<file path="config.mk">
export PLATFORM = sky130hd
export DESIGN_NAME = dmem_axil_bridge_flat
export DESIGN_NICKNAME = d
export VERILOG_FILES = /design/src/rtl/dmem_axil_bridge_if.sv /design/src/rtl/dmem_axil_bridge.sv /design/src/flat_wrapper.sv
export SDC_FILE = /design/constraint.sdc
export NUM_CORES = 1
export LEC_CHECK = 0
export ABC_AREA = 1
export BUFFER_PORTS_ARGS = -buffer_cell sky130_fd_sc_hd__buf_2
export CORE_MARGIN = 5
export CORE_UTILIZATION = 45
export DETAILED_ROUTE_END_ITERATION = 8
export GPL_TIMING_DRIVEN = 0
export MAX_ROUTING_LAYER = met4
export PLACE_DENSITY = 0.78
export SLEW_MARGIN = 5
export SYNTH_ARGS = -nofsm -noshare
export SYNTH_HDL_FRONTEND = slang
export SYNTH_SLANG_ARGS = --single-unit
</file>
<file path="constraint.sdc">
create_clock -name clk -period 3.2 [get_ports clk]
set_input_delay 0.16 -clock clk [delete_from_list [all_inputs] [get_ports clk]]
set_output_delay 0.16 -clock clk [all_outputs]
set_load 0.05 [all_outputs]
</file>
<file path="src/rtl/dmem_axil_bridge_if.sv">
// AXI4-Lite bus bundle between the data-memory bridge (master)
// and the interconnect or slave.
interface dmem_axil_bridge_if #(
   parameter int XLEN = 32
);
   logic [XLEN-1:0] m_awaddr;
   logic            m_awvalid;
   logic            m_awready;
   logic [XLEN-1:0] m_wdata;
   logic [3:0]      m_wstrb;
   logic            m_wvalid;
   logic            m_wready;
   logic [1:0]      m_bresp;
   logic            m_bvalid;
   logic            m_bready;
   logic [XLEN-1:0] m_araddr;
   logic            m_arvalid;
   logic            m_arready;
   logic [XLEN-1:0] m_rdata;
   logic [1:0]      m_rresp;
   logic            m_rvalid;
   logic            m_rready;

   modport master (
      output m_awaddr, m_awvalid,
      input  m_awready,
      output m_wdata, m_wstrb, m_wvalid,
      input  m_wready,
      input  m_bresp, m_bvalid,
      output m_bready,
      output m_araddr, m_arvalid,
      input  m_arready,
      input  m_rdata, m_rresp, m_rvalid,
      output m_rready
   );

   modport slave (
      input  m_awaddr, m_awvalid,
      output m_awready,
      input  m_wdata, m_wstrb, m_wvalid,
      output m_wready,
      output m_bresp, m_bvalid,
      input  m_bready,
      input  m_araddr, m_arvalid,
      output m_arready,
      output m_rdata, m_rresp, m_rvalid,
      input  m_rready
   );
endinterface

</file>
<file path="src/rtl/dmem_axil_bridge.sv">
// Core data-memory port to AXI4-Lite master bridge: one access in
// flight, lane alignment, watchdog and sticky error status.
module dmem_axil_bridge #(
   parameter int XLEN    = 32,
   parameter int TIMEOUT = 256,
   parameter int TO_W    = 9
) (
   input  logic              clk,
   input  logic              rst,
   input  logic              dmem_req,
   input  logic              dmem_cmd,
   input  logic [1:0]        dmem_width,
   input  logic [XLEN-1:0]   dmem_addr,
   input  logic [XLEN-1:0]   dmem_wdata,
   output logic [XLEN-1:0]   dmem_rdata,
   output logic              dmem_resp,
   dmem_axil_bridge_if.master m,
   input  logic              err_clr,
   output logic              err_misalign,
   output logic              err_bus,
   output logic              err_timeout
);

   typedef enum logic [2:0] {
      S_IDLE,
      S_WRITE,
      S_WRESP,
      S_RADDR,
      S_RDATA,
      S_RESP
   } state_t;

   localparam logic [TO_W-1:0] TO_LIM = TO_W'(TIMEOUT);

   state_t            state_q, state_d;
   logic [1:0]        width_q, width_d;
   logic [XLEN-1:0]   addr_q, addr_d;
   logic [XLEN-1:0]   wdata_q, wdata_d;
   logic [3:0]        wstrb_q, wstrb_d;
   logic              awvalid_q, awvalid_d;
   logic              wvalid_q, wvalid_d;
   logic              bready_q, bready_d;
   logic              arvalid_q, arvalid_d;
   logic              rready_q, rready_d;
   logic              resp_q, resp_d;
   logic [XLEN-1:0]   rdata_q, rdata_d;
   logic [TO_W-1:0]   cnt_q, cnt_d;
   logic              mis_q, mis_d;
   logic              bus_q, bus_d;
   logic              to_q, to_d;

   logic              misalign;
   logic [3:0]        lane_strb;
   logic [XLEN-1:0]   lane_wdata;
   logic [XLEN-1:0]   sh;
   logic [XLEN-1:0]   rd_lane;
   logic [TO_W-1:0]   cnt_inc;
   logic              busy;
   logic              wd_fire;
   logic              mis_set, bus_set, to_set;

   // Request-side lane steering and rdata extraction.
   always_comb begin
      misalign = ((dmem_width == 2'd1) && dmem_addr[0])
               || (dmem_width[1] && (dmem_addr[1:0] != 2'b00));
      lane_strb  = 4'b1111;
      lane_wdata = dmem_wdata;
      unique case (dmem_width)
         2'd0: begin
            lane_strb  = 4'b0001 << dmem_addr[1:0];
            lane_wdata = {4{dmem_wdata[7:0]}};
         end
         2'd1: begin
            lane_strb  = 4'b0011 << dmem_addr[1:0];
            lane_wdata = {2{dmem_wdata[15:0]}};
         end
         default: begin
            lane_strb  = 4'b1111;
            lane_wdata = dmem_wdata;
         end
      endcase
      sh = m.m_rdata >> {addr_q[1:0], 3'b000};
      unique case (width_q)
         2'd0:    rd_lane = {{(XLEN-8){1'b0}}, sh[7:0]};
         2'd1:    rd_lane = {{(XLEN-16){1'b0}}, sh[15:0]};
         default: rd_lane = sh;
      endcase
   end

   // Next-state, handshake and watchdog logic.
   always_comb begin
      state_d   = state_q;
      width_d   = width_q;
      addr_d    = addr_q;
      wdata_d   = wdata_q;
      wstrb_d   = wstrb_q;
      awvalid_d = awvalid_q;
      wvalid_d  = wvalid_q;
      bready_d  = bready_q;
      arvalid_d = arvalid_q;
      rready_d  = rready_q;
      resp_d    = 1'b0;
      rdata_d   = rdata_q;
      cnt_d     = cnt_q;
      mis_set   = 1'b0;
      bus_set   = 1'b0;
      to_set    = 1'b0;
      cnt_inc   = cnt_q + TO_W'(1);
      busy      = (state_q == S_WRITE) || (state_q == S_WRESP)
               || (state_q == S_RADDR) || (state_q == S_RDATA);
      wd_fire   = (TIMEOUT != 0) && busy && (cnt_inc == TO_LIM);
      if (busy) cnt_d = cnt_inc;
      unique case (state_q)
         S_IDLE: begin
            if (dmem_req) begin
               width_d = dmem_width;
               addr_d  = dmem_addr;
               wdata_d = lane_wdata;
               wstrb_d = lane_strb;
               cnt_d   = '0;
               rdata_d = '0;
               if (misalign) begin
                  mis_set = 1'b1;
                  state_d = S_RESP;
               end else if (dmem_cmd) begin
                  awvalid_d = 1'b1;
                  wvalid_d  = 1'b1;
                  state_d   = S_WRITE;
               end else begin
                  arvalid_d = 1'b1;
                  state_d   = S_RADDR;
               end
            end
         end
         S_WRITE: begin
            awvalid_d = awvalid_q & ~m.m_awready;
            wvalid_d  = wvalid_q & ~m.m_wready;
            if (!awvalid_d && !wvalid_d) begin
               bready_d = 1'b1;
               state_d  = S_WRESP;
            end
         end
         S_WRESP: begin
            if (m.m_bvalid) begin
               bready_d = 1'b0;
               bus_set  = (m.m_bresp != 2'b00);
               resp_d   = 1'b1;
               state_d  = S_RESP;
            end
         end
         S_RADDR: begin
            if (m.m_arready) begin
               arvalid_d = 1'b0;
               rready_d  = 1'b1;
               state_d   = S_RDATA;
            end
         end
         S_RDATA: begin
            if (m.m_rvalid) begin
               rready_d = 1'b0;
               rdata_d  = rd_lane;
               bus_set  = (m.m_rresp != 2'b00);
               resp_d   = 1'b1;
               state_d  = S_RESP;
            end
         end
         S_RESP: begin
            // Misaligned entry arrives with resp low and pulses next cycle.
            if (resp_q) state_d = S_IDLE;
            else        resp_d  = 1'b1;
         end
         default: state_d = S_IDLE;
      endcase
      if (wd_fire) begin
         awvalid_d = 1'b0;
         wvalid_d  = 1'b0;
         bready_d  = 1'b0;
         arvalid_d = 1'b0;
         rready_d  = 1'b0;
         rdata_d   = '0;
         bus_set   = 1'b0;
         to_set    = 1'b1;
         resp_d    = 1'b1;
         state_d   = S_RESP;
      end
      mis_d = mis_set | (mis_q & ~err_clr);
      bus_d = bus_set | (bus_q & ~err_clr);
      to_d  = to_set  | (to_q  & ~err_clr);
   end

   // State and registered outputs.
   always_ff @(posedge clk or posedge rst) begin
      if (rst) begin
         state_q   <= S_IDLE;
         width_q   <= '0;
         addr_q    <= '0;
         wdata_q   <= '0;
         wstrb_q   <= '0;
         awvalid_q <= 1'b0;
         wvalid_q  <= 1'b0;
         bready_q  <= 1'b0;
         arvalid_q <= 1'b0;
         rready_q  <= 1'b0;
         resp_q    <= 1'b0;
         rdata_q   <= '0;
         cnt_q     <= '0;
         mis_q     <= 1'b0;
         bus_q     <= 1'b0;
         to_q      <= 1'b0;
      end else begin
         state_q   <= state_d;
         width_q   <= width_d;
         addr_q    <= addr_d;
         wdata_q   <= wdata_d;
         wstrb_q   <= wstrb_d;
         awvalid_q <= awvalid_d;
         wvalid_q  <= wvalid_d;
         bready_q  <= bready_d;
         arvalid_q <= arvalid_d;
         rready_q  <= rready_d;
         resp_q    <= resp_d;
         rdata_q   <= rdata_d;
         cnt_q     <= cnt_d;
         mis_q     <= mis_d;
         bus_q     <= bus_d;
         to_q      <= to_d;
      end
   end

   assign m.m_awaddr   = {addr_q[XLEN-1:2], 2'b00};
   assign m.m_araddr   = {addr_q[XLEN-1:2], 2'b00};
   assign m.m_awvalid  = awvalid_q;
   assign m.m_wdata    = wdata_q;
   assign m.m_wstrb    = wstrb_q;
   assign m.m_wvalid   = wvalid_q;
   assign m.m_bready   = bready_q;
   assign m.m_arvalid  = arvalid_q;
   assign m.m_rready   = rready_q;
   assign dmem_rdata   = rdata_q;
   assign dmem_resp    = resp_q;
   assign err_misalign = mis_q;
   assign err_bus      = bus_q;
   assign err_timeout  = to_q;

endmodule
</file>
<file path="src/flat_wrapper.sv">
// flat-port wrapper written by rule: the top's interface ports become plain ports
module dmem_axil_bridge_flat 
#(
   parameter int XLEN    = 32,
   parameter int TIMEOUT = 256,
   parameter int TO_W    = 9
)
  (clk, rst, dmem_req, dmem_cmd, dmem_width, dmem_addr, dmem_wdata, dmem_rdata, dmem_resp, err_clr, err_misalign, err_bus, err_timeout, m_m_awaddr, m_m_awvalid, m_m_awready, m_m_wdata, m_m_wstrb, m_m_wvalid, m_m_wready, m_m_bresp, m_m_bvalid, m_m_bready, m_m_araddr, m_m_arvalid, m_m_arready, m_m_rdata, m_m_rresp, m_m_rvalid, m_m_rready);
  dmem_axil_bridge_if #(.XLEN(XLEN)) m_i ();
  input  logic clk;
  input  logic rst;
  input  logic dmem_req;
  input  logic dmem_cmd;
  input  logic [1:0] dmem_width;
  input  logic [XLEN-1:0] dmem_addr;
  input  logic [XLEN-1:0] dmem_wdata;
  output logic [XLEN-1:0] dmem_rdata;
  output logic dmem_resp;
  input  logic err_clr;
  output logic err_misalign;
  output logic err_bus;
  output logic err_timeout;
  output wire logic [$bits(m_i.m_awaddr)-1:0] m_m_awaddr;
  output wire logic [$bits(m_i.m_awvalid)-1:0] m_m_awvalid;
  input wire logic [$bits(m_i.m_awready)-1:0] m_m_awready;
  output wire logic [$bits(m_i.m_wdata)-1:0] m_m_wdata;
  output wire logic [$bits(m_i.m_wstrb)-1:0] m_m_wstrb;
  output wire logic [$bits(m_i.m_wvalid)-1:0] m_m_wvalid;
  input wire logic [$bits(m_i.m_wready)-1:0] m_m_wready;
  input wire logic [$bits(m_i.m_bresp)-1:0] m_m_bresp;
  input wire logic [$bits(m_i.m_bvalid)-1:0] m_m_bvalid;
  output wire logic [$bits(m_i.m_bready)-1:0] m_m_bready;
  output wire logic [$bits(m_i.m_araddr)-1:0] m_m_araddr;
  output wire logic [$bits(m_i.m_arvalid)-1:0] m_m_arvalid;
  input wire logic [$bits(m_i.m_arready)-1:0] m_m_arready;
  input wire logic [$bits(m_i.m_rdata)-1:0] m_m_rdata;
  input wire logic [$bits(m_i.m_rresp)-1:0] m_m_rresp;
  input wire logic [$bits(m_i.m_rvalid)-1:0] m_m_rvalid;
  output wire logic [$bits(m_i.m_rready)-1:0] m_m_rready;
  assign m_m_awaddr = m_i.m_awaddr;
  assign m_m_awvalid = m_i.m_awvalid;
  assign m_i.m_awready = m_m_awready;
  assign m_m_wdata = m_i.m_wdata;
  assign m_m_wstrb = m_i.m_wstrb;
  assign m_m_wvalid = m_i.m_wvalid;
  assign m_i.m_wready = m_m_wready;
  assign m_i.m_bresp = m_m_bresp;
  assign m_i.m_bvalid = m_m_bvalid;
  assign m_m_bready = m_i.m_bready;
  assign m_m_araddr = m_i.m_araddr;
  assign m_m_arvalid = m_i.m_arvalid;
  assign m_i.m_arready = m_m_arready;
  assign m_i.m_rdata = m_m_rdata;
  assign m_i.m_rresp = m_m_rresp;
  assign m_i.m_rvalid = m_m_rvalid;
  assign m_m_rready = m_i.m_rready;
  dmem_axil_bridge #(.XLEN(XLEN), .TIMEOUT(TIMEOUT), .TO_W(TO_W)) u_core (.clk(clk), .rst(rst), .dmem_req(dmem_req), .dmem_cmd(dmem_cmd), .dmem_width(dmem_width), .dmem_addr(dmem_addr), .dmem_wdata(dmem_wdata), .dmem_rdata(dmem_rdata), .dmem_resp(dmem_resp), .m(m_i), .err_clr(err_clr), .err_misalign(err_misalign), .err_bus(err_bus), .err_timeout(err_timeout));
endmodule
</file>
==> run_results.csv <==
group,metric,value,unit
run_status,status,"completed",
run,drv_cap,0,
synthesis,ys_types,35,
placed_design,dpl.hpwl,15900,µm
die,dieArea,17600,µm²
clock_network,clk_pin_slew,60,ps
grt,use_met2,40.8,%
worst_setup_path,worst-r2r-setup-slack,1080,ps
die,die_x,133,µm
power,leakagePower,5.10,nW
power,ir_drop,0.000783,V
min_path,whs_path_depth,3,
grt,grt_overflow,0,
worst_setup_path,r2r-start,"u_core.cnt_q[0]$_DFF_PP0_",
power,power.density,1220,nW/µm²
clock_network,cts_max_path_buffers,2,
min_path,worstHoldStart,"dmem_width[0]",
die,chipHeight,133,µm
clock_network,numClockSinks,123,
worst_setup_path,critPathCaptureType,"flip-flop",
drt,routedWlPerCell,15.8,µm
finish,nets,1276,
finish,syn2layout_area_growth,37.5,%
synthesis,synthFlopType,"dfrtp_1",
finish,final_cell_mix,"nand2_1 (284), buf_2 (263), dfrtp_1 (123)",
min_path,worstHoldEndpoint,"u_core.width_q[0]$_DFFE_PP0P_",
worst_setup_path,cp-start-kind,"flip-flop",
die,initial_core_util,46.2,%
timing,setup_viol,0,
finish,drive_gt1_share,38.3,%
finish,final_common_cell,"nand2_1",
grt,grt_pass1_vias,6846,
worst_setup_path,r2r_cells,10,
timing,grt_setup_unrepaired,"no",
placed_design,io_buffers,248,
timing,hold_ws,21.3,ps
drt,vias_per_cell,5.01,
timing,fin_skew,7.89,ps
clock_network,cts_tree,"done",
drt,drtIter0Drc,614,
placed_design,pre_cts_slack,1120,ps
die,core_area,14600,µm²
drt,dr.pass1.iters,5,
timing,period_needed,2120,ps
worst_setup_path,setup.worst_path.start,"u_core.cnt_q[0]$_DFF_PP0_",
clock_network,numCtsBuffers,17,
timing,drv_slew,0,
grt,busiest_layer,"met2",
worst_setup_path,arrival,2470,ps
clock_network,clock_latency,420,ps
timing,slew_headroom,57.1,%
grt,grt_max_degree,40,
clock_network,cts_root_buf,"clkbuf_16",
drt,antenna_left,0,
die,io_pins,253,
timing,min_period_over_period,66.3,%
synthesis,synth_area,6760,µm²
grt,met1_usage,30.3,%
grt,grt_pass1_wl,34700,µm
timing,max_slew.worst_pin.slew,638,ps
placed_design,place_congestion,0.918,
grt,antenna_found_initial,2,
synthesis,synth_edf_count,0,
timing,tns,0,ps
grt,grt_util_all_layers,25.3,%
drt,drc_errors,0,
synthesis,synth-seq-area-share,45.5,%
synthesis,synth-async-reset-ratio,100,%
clock_network,htree_levels,4,
die,num_rows,44,
worst_setup_path,crit_type,"flip-flop to flip-flop",
clock_network,cts_resized,0,
grt,met3_usage,6.42,%
synthesis,yosys_warnings,0,
drt,drt_wl_total,21500,µm
drt,vias,6812,
synthesis,synth_seq_cells,123,
min_path,min_path_type,"input port to flip-flop",
worst_setup_path,required,3540,ps
worst_setup_path,cp_max_fo,10,
timing,max_freq,0.471,GHz
worst_setup_path,r2r-end,"u_core.dmem_rdata[30]$_DFFE_PP0P_",
timing,finalWorstSetupSlack,1080,ps
synthesis,synth_cells,847,
synthesis,syn_area_per_cell,7.98,µm²
timing,hold_viol,0,
[through the flow]
step	total power (W)	cells	util (%)	area, µm²
final	0.0113	1361	63.5	9300
after global placement	0.00931	1282	56.3	8250
after detailed placement	0.00943	1285	56.7	8310
after floorplan	0.00792	850	-	6780
after global routing	0.0120	1361	63.5	9300
after CTS	0.0113	1359	63.4	9290
[report_power, final]
| part | internal (W) | switching (W) | leakage (nW) |
|---|---|---|---|
| Clock | 0.00109 | 0.000727 | 0.265 |
| Sequential | 0.00221 | 0.000516 | 1.57 |
| Combinational | 0.00191 | 0.00487 | 3.27 |
| Total | 0.00521 | 0.00611 | 5.10 |
[final cells by class]
cell class / instances / area [µm²]
diodes: 2 / 5.00
well taps: 184 / 230
repair buffers: 293 / 1720
clock buffers: 18 / 439
plain buffers: 107 / 717
clock inverters: 14 / 123
fillers: 1253 / 5350
flip-flops and latches: 123 / 3080
inverters: 49 / 188
multi-input cells: 571 / 2800
[kinds of logic after synthesis]
logic type / Yosys count / share of synthesized area, %
simple gates: 406 / 25.7
compound gates: 159 / 15.0
buf+inv: 156 / 13.3
flops: 123 / 45.5
fa+ha+maj: 2 / 0.370
other cells: 1 / 0.0555
[flip-flops by register name (all words and copies together) (netlist names), 2 cells and up]
| signal | flops |
|---|---|
| u_core.addr_q | 32 |
| u_core.cnt_q | 9 |
| u_core.dmem_rdata | 32 |
| u_core.m.m_wdata | 32 |
| u_core.m.m_wstrb | 4 |
| u_core.state_q | 3 |
| u_core.width_q | 2 |
[worst max path at each step]
stage	end	slack (ps)	depth (start not counted)
floorplan	u_core.dmem_rdata[10]$_DFFE_PP0P_	1410	13
finish	u_core.dmem_rdata[30]$_DFFE_PP0P_	1080	10
detailed placement	u_core.dmem_rdata[1]$_DFFE_PP0P_	1120	13
global placement	u_core.addr_q[22]$_DFFE_PP0P_	670	2
CTS	u_core.dmem_rdata[9]$_DFFE_PP0P_	1060	13
global route	u_core.dmem_rdata[9]$_DFFE_PP0P_	900	13
[synthesized netlist by cell type (9+ instances only)]
library cell  instances  area [µm²]
a21oi_1              36         180
a31oi_1               9        56.3
buf_2                15        75.1
buf_4                65         488
clkbuf_1             20        75.1
dfrtp_1             123        3080
inv_1                42         158
nand2_1             284        1070
nand2_2              32         200
nand3_1              26         130
nand4_1              11        68.8
nor2_1               40         150
o21ai_0              48         240
o21ai_1               9        45.0
o21ai_2              32         280
[critical path: stages (launching register included)]
cell	delay [ps]
dfrtp_1	430
ha_1	240
nand3_2	120
inv_2	100
nand3_1	100
nand2_2	120
nor2_4	50
nand3_4	90
clkbuf_1	380
nand4_1	240
o21ai_2	180
[per-layer routing]
| metal | share of wire (%) | up-vias | routed length [µm] |
|---|---|---|---|
| met2 | 49 | 292 | 10700 |
| li1 | - | 3306 | - |
| met1 | 41 | 3164 | 8750 |
| met4 | 3.0 | 0 | 653 |
| met3 | 6.9 | 50 | 1480 |
| met5 | 0 | - | 0 |
[timing repair]
item,CTS,global route
hold endpoints to repair,63,0
hold buffers,42,0
setup buffers,0,0
No activity file was read; power rests on OpenSTA's default activity.
